$ cat config.mk
export PLATFORM = sky130hd
export DESIGN_NAME = uart_tx_param
export DESIGN_NICKNAME = d
export VERILOG_FILES = /design/src/rtl/uart_tx_param.sv
export SDC_FILE = /design/constraint.sdc
export NUM_CORES = 1
export LEC_CHECK = 0
export CAP_MARGIN = 40
export CORE_ASPECT_RATIO = 0.6
export CORE_MARGIN = 5
export CORE_UTILIZATION = 40
export DETAILED_ROUTE_END_ITERATION = 8
export GPL_TIMING_DRIVEN = 0
export PLACE_DENSITY = 0.7
export SYNTH_ARGS = -nofsm -noshare
export SYNTH_HDL_FRONTEND = slang
export SYNTH_SLANG_ARGS = --single-unit
$ cat constraint.sdc
create_clock -name clk -period 2.5 [get_ports clk]
set_clock_uncertainty 0.05 [all_clocks]
set_input_delay 0.375 -clock clk [delete_from_list [all_inputs] [get_ports clk]]
set_output_delay 0.375 -clock clk [all_outputs]
set_load 0.05 [all_outputs]
$ cat src/rtl/uart_tx_param.sv
// Parametrised UART transmitter: one word per frame (start, data, optional parity, stop).
// Bit timing is driven by an external s_tick enable; each bit lasts OVERSAMPLE ticks.
module uart_tx_param #(
    parameter int DATA_BITS  = 8,
    parameter int OVERSAMPLE = 16,
    parameter int PARITY     = 0,
    parameter int STOP_BITS  = 1,
    parameter int MSB_FIRST  = 1
) (
    input  logic                 clk,
    input  logic                 reset,
    input  logic                 s_tick,
    input  logic [DATA_BITS-1:0] d_in,
    input  logic                 tx_valid,
    output logic                 tx_ready,
    output logic                 busy,
    output logic                 tx_done_flag,
    output logic                 tx
);

    localparam int CNT_W = (OVERSAMPLE > 1) ? $clog2(OVERSAMPLE) : 1;
    localparam int BIT_W = $clog2(DATA_BITS + 1);

    localparam logic [CNT_W-1:0] S_LAST    = CNT_W'(OVERSAMPLE - 1);
    localparam logic [BIT_W-1:0] DATA_LAST = BIT_W'(DATA_BITS - 1);
    localparam logic [BIT_W-1:0] STOP_LAST = BIT_W'(STOP_BITS - 1);

    typedef enum logic [2:0] {
        ST_IDLE,
        ST_START,
        ST_DATA,
        ST_PARITY,
        ST_STOP
    } state_t;

    state_t               state;
    state_t               state_n;
    logic [CNT_W-1:0]     s_cnt;
    logic [CNT_W-1:0]     s_cnt_n;
    logic [BIT_W-1:0]     b_cnt;
    logic [BIT_W-1:0]     b_cnt_n;
    logic [DATA_BITS-1:0] shreg;
    logic [DATA_BITS-1:0] shreg_n;
    logic                 par_bit;
    logic                 par_n;
    logic                 done_n;
    logic                 tx_n;
    logic                 bit_end;
    logic                 line_bit;

    always_ff @(posedge clk) begin
        if (reset) begin
            state        <= ST_IDLE;
            s_cnt        <= '0;
            b_cnt        <= '0;
            shreg        <= '0;
            par_bit      <= 1'b0;
            tx           <= 1'b1;
            tx_ready     <= 1'b1;
            busy         <= 1'b0;
            tx_done_flag <= 1'b0;
        end else begin
            state        <= state_n;
            s_cnt        <= s_cnt_n;
            b_cnt        <= b_cnt_n;
            shreg        <= shreg_n;
            par_bit      <= par_n;
            tx           <= tx_n;
            tx_ready     <= (state_n == ST_IDLE);
            busy         <= (state_n != ST_IDLE);
            tx_done_flag <= done_n;
        end
    end

    always_comb begin
        state_n = state;
        s_cnt_n = s_cnt;
        b_cnt_n = b_cnt;
        shreg_n = shreg;
        par_n   = par_bit;
        done_n  = 1'b0;
        bit_end = s_tick && (s_cnt == S_LAST);

        // Ticks advance the bit timer in every active state; a bit end below overrides it.
        if (s_tick && (state != ST_IDLE)) begin
            s_cnt_n = s_cnt + 1'b1;
        end

        case (state)
            ST_IDLE: begin
                if (tx_valid && tx_ready) begin
                    shreg_n = d_in;
                    par_n   = (PARITY == 1) ? ~^d_in : ^d_in;
                    s_cnt_n = '0;
                    b_cnt_n = '0;
                    state_n = ST_START;
                end
            end
            ST_START: begin
                if (bit_end) begin
                    s_cnt_n = '0;
                    state_n = ST_DATA;
                end
            end
            ST_DATA: begin
                if (bit_end) begin
                    s_cnt_n = '0;
                    if (MSB_FIRST != 0) begin
                        shreg_n = {shreg[DATA_BITS-2:0], 1'b0};
                    end else begin
                        shreg_n = {1'b0, shreg[DATA_BITS-1:1]};
                    end
                    if (b_cnt == DATA_LAST) begin
                        b_cnt_n = '0;
                        state_n = (PARITY != 0) ? ST_PARITY : ST_STOP;
                    end else begin
                        b_cnt_n = b_cnt + 1'b1;
                    end
                end
            end
            ST_PARITY: begin
                if (bit_end) begin
                    s_cnt_n = '0;
                    state_n = ST_STOP;
                end
            end
            ST_STOP: begin
                if (bit_end) begin
                    s_cnt_n = '0;
                    if (b_cnt == STOP_LAST) begin
                        b_cnt_n = '0;
                        state_n = ST_IDLE;
                        done_n  = 1'b1;
                    end else begin
                        b_cnt_n = b_cnt + 1'b1;
                    end
                end
            end
            default: begin
                state_n = ST_IDLE;
                s_cnt_n = '0;
                b_cnt_n = '0;
            end
        endcase

        // The line is registered from the next-state view so it tracks state without a lag.
        line_bit = (MSB_FIRST != 0) ? shreg_n[DATA_BITS-1] : shreg_n[0];
        case (state_n)
            ST_START:  tx_n = 1'b0;
            ST_DATA:   tx_n = line_bit;
            ST_PARITY: tx_n = par_n;
            default:   tx_n = 1'b1;
        endcase
    end

endmodule

# After elaboration in Yosys (flattened, before gate mapping)
# Cells that the tools add are included.
# op_classes
add_sub_neg	2
n_eq_ne	12
muxes	25
bitwise	3
n_reduce_logical	15
# op_table
cell	n
$mux 4	8
$mux 3	7
$mux 8	2
$pmux 4 s4	1
$pmux 8 s2	1
$pmux 3 s5	1
$eq 3x2->1 const B	4
$add 4x1->4 const B	2
$pmux 4 s2	1
$reduce_xor 8->1	1
$eq 3x1->1 const B	2
$logic_not 3->1	2
$ne 2x2->1 const B	3
$reduce_bool 3->1	2
$eq 4x3->1 const B	1
$eq 4x4->1 const B	1
$logic_not 4->1	1
$reduce_and 4->1	1
$reduce_or 4->1	1
$eq 3x3->1 const B	1
$logic_and 1x1->1	3
$mux 1	3
$not 1->1	3
$pmux 1 s3	1
4 further kinds	4
# totals
register_bits	24
input_bits	12
out_inout_bits	4
word_cells	67

# Depth between registers and ports, before layout
# logic_depth
depth_word	6
mapped_depth	7
mapped_depth_nobuf	7

# Least setup slack after synthesis
# No wires, ideal clock.
# synth_path
path_type	register to register
startpoint	register tx_ready
endpoint	register b_cnt[3]
setup_time_ps	70
t_arrival_ps	1691
required_ps	2380
path_slack_ps	689
path_stages_with_launch	6
path_buffers	0
synth_period_minus_slack_ps	1811
path_cell_list	dfxtp_1 -> a21oi_1 -> a31oi_1 -> o22ai_2 -> or4_1 -> a21oi_1
# synth_via
elab_chain_len	3
# synth_lines
item	line_no	text
from (decl)	15	output logic tx_ready,
from (signal assigned)	69	tx_ready <= (state_n == ST_IDLE);
$logic_and 1x1->1	91	if (tx_valid && tx_ready) begin
$ne 2x2->1 (no line)	n/a	
$reduce_and 4->1 (no line)	n/a	
to (signal assigned)	65	b_cnt <= b_cnt_n;
to (decl)	40	logic [BIT_W-1:0] b_cnt;
# No other way between the ends.
# A chain may end at the register's enable or synchronous reset.

# Worst setup path in the final report
# layout_path
startpoint	input s_tick
endpoint	register b_cnt[3]
# layout_via
elab_chain_len	3
elab_cells_between_ends	4
cone_classes	eq/ne: 2; reduce/logical: 2
# layout_lines
item	line_no	text
from (decl)	12	input logic s_tick,
$logic_and 1x1->1 (*)	82	bit_end = s_tick && (s_cnt == S_LAST);
$ne 2x2->1 (no line)	n/a	
$reduce_and 4->1 (no line) (*)	n/a	
# Mark *: on every way between the ends. The rest lies on a longest branch, timed or not.

==> impl_results.html <==
<table>
<tr><th>Metric</th><th>Value</th></tr>
<tr><th colspan="2">Logic synthesis</th></tr>
<tr><td>Total standard cell area after synthesis</td><td>0.00121 sq mm</td></tr>
<tr><td>Synth top area cells</td><td>dfxtp_1 (40%), a21oi_1 (6.2%), xnor2_1 (5.1%)</td></tr>
<tr><td>Library cell occupying the most area in the post-synthesis netlist</td><td>dfxtp_1</td></tr>
<tr><td>Syn_area_per_cell</td><td>8.83 sq um</td></tr>
<tr><td>Number of instances in the synthesized netlist</td><td>137</td></tr>
<tr><td>Synth Warn #</td><td>0</td></tr>
<tr><td>Number of register bits inferred by synthesis</td><td>24</td></tr>
<tr><td>Synth cell types</td><td>44</td></tr>
<tr><td>Net count of the mapped netlist</td><td>152</td></tr>
<tr><td>Share of the synthesized area in the top cell type</td><td>39.7%</td></tr>
<tr><td>Sequential-to-total area share from yosys stat</td><td>39.7%</td></tr>
<tr><th colspan="2">Timing</th></tr>
<tr><td>Final worst hold slack</td><td>405 ps</td></tr>
<tr><td>Setup repair after global routing missed its margin</td><td>false</td></tr>
<tr><td>Total of endpoints with negative setup slack in the final report</td><td>0</td></tr>
<tr><td>Setup slack after layout</td><td>368 ps</td></tr>
<tr><td>Achievable clock frequency</td><td>0.469 GHz</td></tr>
<tr><td>Number of hold violations in the final report</td><td>0</td></tr>
<tr><td>Sum Neg Setup Slack</td><td>0 ps</td></tr>
<tr><td>Slew headroom</td><td>55.1%</td></tr>
<tr><td>Final period util</td><td>85.3%</td></tr>
<tr><td>Final critical path time including I/O delays and setup</td><td>2130 ps</td></tr>
<tr><td>Final Slew Violations</td><td>0</td></tr>
<tr><td>Transition at the pin with the smallest max-transition slack</td><td>671 ps</td></tr>
<tr><th colspan="2">Routing</th></tr>
<tr><td>Routed via count</td><td>1072</td></tr>
<tr><td>Final WL</td><td>2670 um</td></tr>
<tr><td>Post-detailed-route DRC marker count</td><td>0</td></tr>
<tr><td>Wire length per cell</td><td>13.6 um</td></tr>
<tr><td>Detail Route Antenna Nets</td><td>0</td></tr>
<tr><td>Vias/cell</td><td>5.44</td></tr>
<tr><td>Initial detailed-routing violation count</td><td>125</td></tr>
<tr><td>First-pass DRT Iterations</td><td>6</td></tr>
<tr><th colspan="2">Finish</th></tr>
<tr><td>Most frequent standard cell in the layout excluding fill and tap cells</td><td>dfxtp_1</td></tr>
<tr><td>Area growth syn-to-layout</td><td>20.2%</td></tr>
<tr><td>Share of final-layout standard cells stronger than drive strength 1</td><td>9.03%</td></tr>
<tr><td>Layout Cells excl Fill</td><td>197</td></tr>
<tr><td>Most frequent cells in the layout</td><td>dfxtp_1 (24), a21oi_1 (15), clkdlybuf4s50_1 (15), nand2_1 (13), nor2_1 (13)</td></tr>
<tr><td>Final Net Count</td><td>172</td></tr>
<tr><td>Number of antenna repair diodes</td><td>0</td></tr>
<tr><th colspan="2">Clocking</th></tr>
<tr><td>Clock buffers created by TritonCTS</td><td>3</td></tr>
<tr><td>Clock slew at the register clock pins of the worst setup and hold paths</td><td>80 ps</td></tr>
<tr><td>Clk sinks</td><td>24</td></tr>
<tr><td>Clock insertion delay at the later pin of the skew report</td><td>260 ps</td></tr>
<tr><td>Clock tree from TritonCTS</td><td>yes</td></tr>
<tr><td>Total of hold buffers inserted after clock tree synthesis</td><td>0</td></tr>
<tr><td>Post-CTS sizing</td><td>0</td></tr>
<tr><td>Clock root cell</td><td>clkbuf_8</td></tr>
<tr><td>CTS HTree Levels</td><td>1</td></tr>
<tr><td>Number of setup buffers added after CTS</td><td>0</td></tr>
<tr><td>Number of buffers on the longest clock path</td><td>2</td></tr>
<tr><th colspan="2">GRT</th></tr>
<tr><td>Number of antenna violations at the first check in global routing</td><td>0</td></tr>
<tr><td>Vias in the first global route</td><td>955</td></tr>
<tr><td>GRT Util Overall</td><td>13.8%</td></tr>
<tr><td>Grt total ovfl</td><td>0</td></tr>
<tr><td>Maximum number of pins on one net before global-route repair</td><td>13</td></tr>
<tr><td>Wire length of the first global-routing pass</td><td>4460 um</td></tr>
<tr><th colspan="2">Critical path</th></tr>
<tr><td>Cell type of the slowest stage on the worst timing path</td><td>clkdlybuf4s50_1</td></tr>
<tr><td>Critical path's largest stage delay</td><td>600 ps</td></tr>
<tr><td>Startpoint type of the worst setup path</td><td>primary input</td></tr>
<tr><td>CP Cell Sequence</td><td>clkdlybuf4s50_1, nand4_4, a31oi_1, o22ai_2, or4_1, a21oi_1</td></tr>
<tr><td>Worst path bufs/invs</td><td>1</td></tr>
<tr><td>Worst Path Max Fanout</td><td>8</td></tr>
<tr><td>Arrival time worst endpoint</td><td>2270 ps</td></tr>
<tr><td>CP required</td><td>2640 ps</td></tr>
<tr><td>Top Family by Delay on Critical Path</td><td>simple AND/OR/NAND/NOR gates</td></tr>
<tr><td>Crit path capture type</td><td>register</td></tr>
<tr><td>Category of the critical setup timing path</td><td>primary input to register</td></tr>
<tr><th colspan="2">Placed design</th></tr>
<tr><td>Setup slack at placement</td><td>108 ps</td></tr>
<tr><td>Detailed placement HPWL</td><td>2100 um</td></tr>
<tr><td>IO buf count</td><td>15</td></tr>
<tr><td>Last weighted congestion value of the routability-driven placer</td><td>0.841</td></tr>
<tr><td>Cells after DPL</td><td>194</td></tr>
<tr><th colspan="2">Power and ir drop</th></tr>
<tr><td>Sequential share of power</td><td>52.7%</td></tr>
<tr><td>Total leakage power</td><td>0.517 nW</td></tr>
<tr><td>Switching share of total power</td><td>26.6%</td></tr>
<tr><td>Combinational fraction of design power</td><td>19.1%</td></tr>
<tr><td>Total power density per cell area</td><td>539 mW/mm^2</td></tr>
<tr><td>Internal Dissipation</td><td>0.575 mW</td></tr>
<tr><td>Maximum resistive drop on vdd</td><td>0.000263 V</td></tr>
<tr><td>Portion of total power attributed to the clock network</td><td>28.2%</td></tr>
<tr><td>Post-route total power</td><td>0.783 mW</td></tr>
<tr><td>Switching power</td><td>0.208 mW</td></tr>
<tr><th colspan="2">Die</th></tr>
<tr><td>Count of boundary I/O pins</td><td>16</td></tr>
<tr><td>Chip Width</td><td>81 um</td></tr>
<tr><td>Starting Density</td><td>41.9%</td></tr>
<tr><td>Area enclosed by the die boundary</td><td>0.00426 sq mm</td></tr>
<tr><td>Floorplan die height</td><td>52.6 um</td></tr>
<tr><td>Core region area</td><td>0.00289 sq mm</td></tr>
<tr><td>Standard-cell rows</td><td>15</td></tr>
<tr><th colspan="2">Min path</th></tr>
<tr><td>Class of the tightest hold or removal check</td><td>register to register</td></tr>
<tr><th colspan="2">Status</th></tr>
<tr><td>Run status</td><td>complete, no violations</td></tr>
<tr><th colspan="2">Job</th></tr>
<tr><td>Number of max-capacitance violations reported</td><td>0</td></tr>
</table>
[state kept, by name, indices dropped and copies added, names as in the netlist]
| name | cells |
|---|---|
| busy | 1 |
| s_cnt | 4 |
| tx_done_flag | 1 |
| b_cnt | 4 |
| shreg | 8 |
| state | 3 |
| tx_ready | 1 |
| par_bit | 1 |
| tx | 1 |
[layout make-up]
cell class              count  area [sq um]
plain buffers               4          21.3
clock buffers               3          41.3
fillers                   283          1440
inverters                   4          15.0
multi-input cells         105           693
flip-flops and latches     24           480
well taps                  42          52.6
repair buffers             15           150
[path summary, 6_finish.rpt]
check             startpoint        to  slack, ps  cells after the start
setup / recovery      s_tick  b_cnt[3]        370                      6
hold / removal      shreg[4]  shreg[4]        400                      2
setup reg to reg    s_cnt[0]  b_cnt[3]        460                      6
hold reg to reg     shreg[4]  shreg[4]        400                      2
[through the flow]
step	utilization, %	instance area (sq um)
floorplan	-	1210
global placement	48.9	1410
detailed placement	48.9	1410
CTS	50.3	1450
global route	50.3	1450
finish	50.3	1450
[kinds of logic (layout without fill, tap and decap cells)]
group	count (synthesis)	after routing	share of synthesized area, %
compound gates	38	38	21.1
xor+xnor	9	9	6.52
fa+ha+maj	3	3	3.10
buf+inv	8	26	3.00
flops	24	24	39.7
mux	3	3	2.48
simple gates	52	52	24.1
[worst reg2reg max path, delay by kind of cell, from the launching register on]
family / cells / cell delay [ps]
flops: 1 / 410
simple gates: 2 / 690
compound gates: 3 / 570
fa+ha+maj: 1 / 250
[synthesized netlist by cell type]
| cell type | n |
|---|---|
| clkbuf_2 | 1 |
| nand2b_1 | 3 |
| o32a_1 | 1 |
| nor2_1 | 13 |
| nand4b_1 | 1 |
| a2bb2oi_1 | 2 |
| buf_2 | 1 |
| dfxtp_1 | 24 |
| or3b_2 | 1 |
| a211oi_1 | 1 |
| a31oi_1 | 2 |
| inv_1 | 4 |
| a32oi_1 | 1 |
| nand2_1 | 13 |
| nor2_2 | 1 |
| nor4_1 | 2 |
| or3_2 | 1 |
| and3_1 | 1 |
| o22ai_1 | 1 |
| mux2i_1 | 3 |
| a221oi_2 | 1 |
| or4_1 | 1 |
| nand4_1 | 1 |
| o311ai_1 | 1 |
| a21oi_1 | 15 |
| buf_4 | 1 |
| xnor2_1 | 7 |
| or3b_4 | 1 |
| nand3_1 | 3 |
| xor2_1 | 2 |
| nand4_4 | 1 |
| o22ai_2 | 1 |
| a221oi_1 | 1 |
| ha_1 | 3 |
| nor3b_1 | 2 |
| o21ai_0 | 4 |
| nand3b_1 | 1 |
| and4_2 | 1 |
| nor3_1 | 1 |
| nor2b_1 | 1 |
| a22oi_1 | 7 |
| clkbuf_1 | 1 |
| and2b_1 | 1 |
| or3_1 | 2 |
[power groups by stage]
stage / combinational (mW) / clock, mW / sequential, mW
after floorplan: 0.0827 / 0 / 0.437
after CTS: 0.151 / 0.229 / 0.413
after detailed placement: 0.149 / 0 / 0.422
after global placement: 0.145 / 0 / 0.421
after global routing: 0.163 / 0.246 / 0.415
final: 0.150 / 0.221 / 0.413
[metal layers]
| metal | vias up | track usage [%] | wire length [um] |
|---|---|---|---|
| met4 | 0 | 4.21 | 36 |
| met2 | 36 | 21.3 | 1190 |
| met1 | 495 | 18.2 | 1270 |
| met5 | - | 0 | 0 |
| li1 | 537 | - | - |
| met3 | 4 | 4.64 | 165 |
No activity file was read; power rests on OpenSTA's default activity.
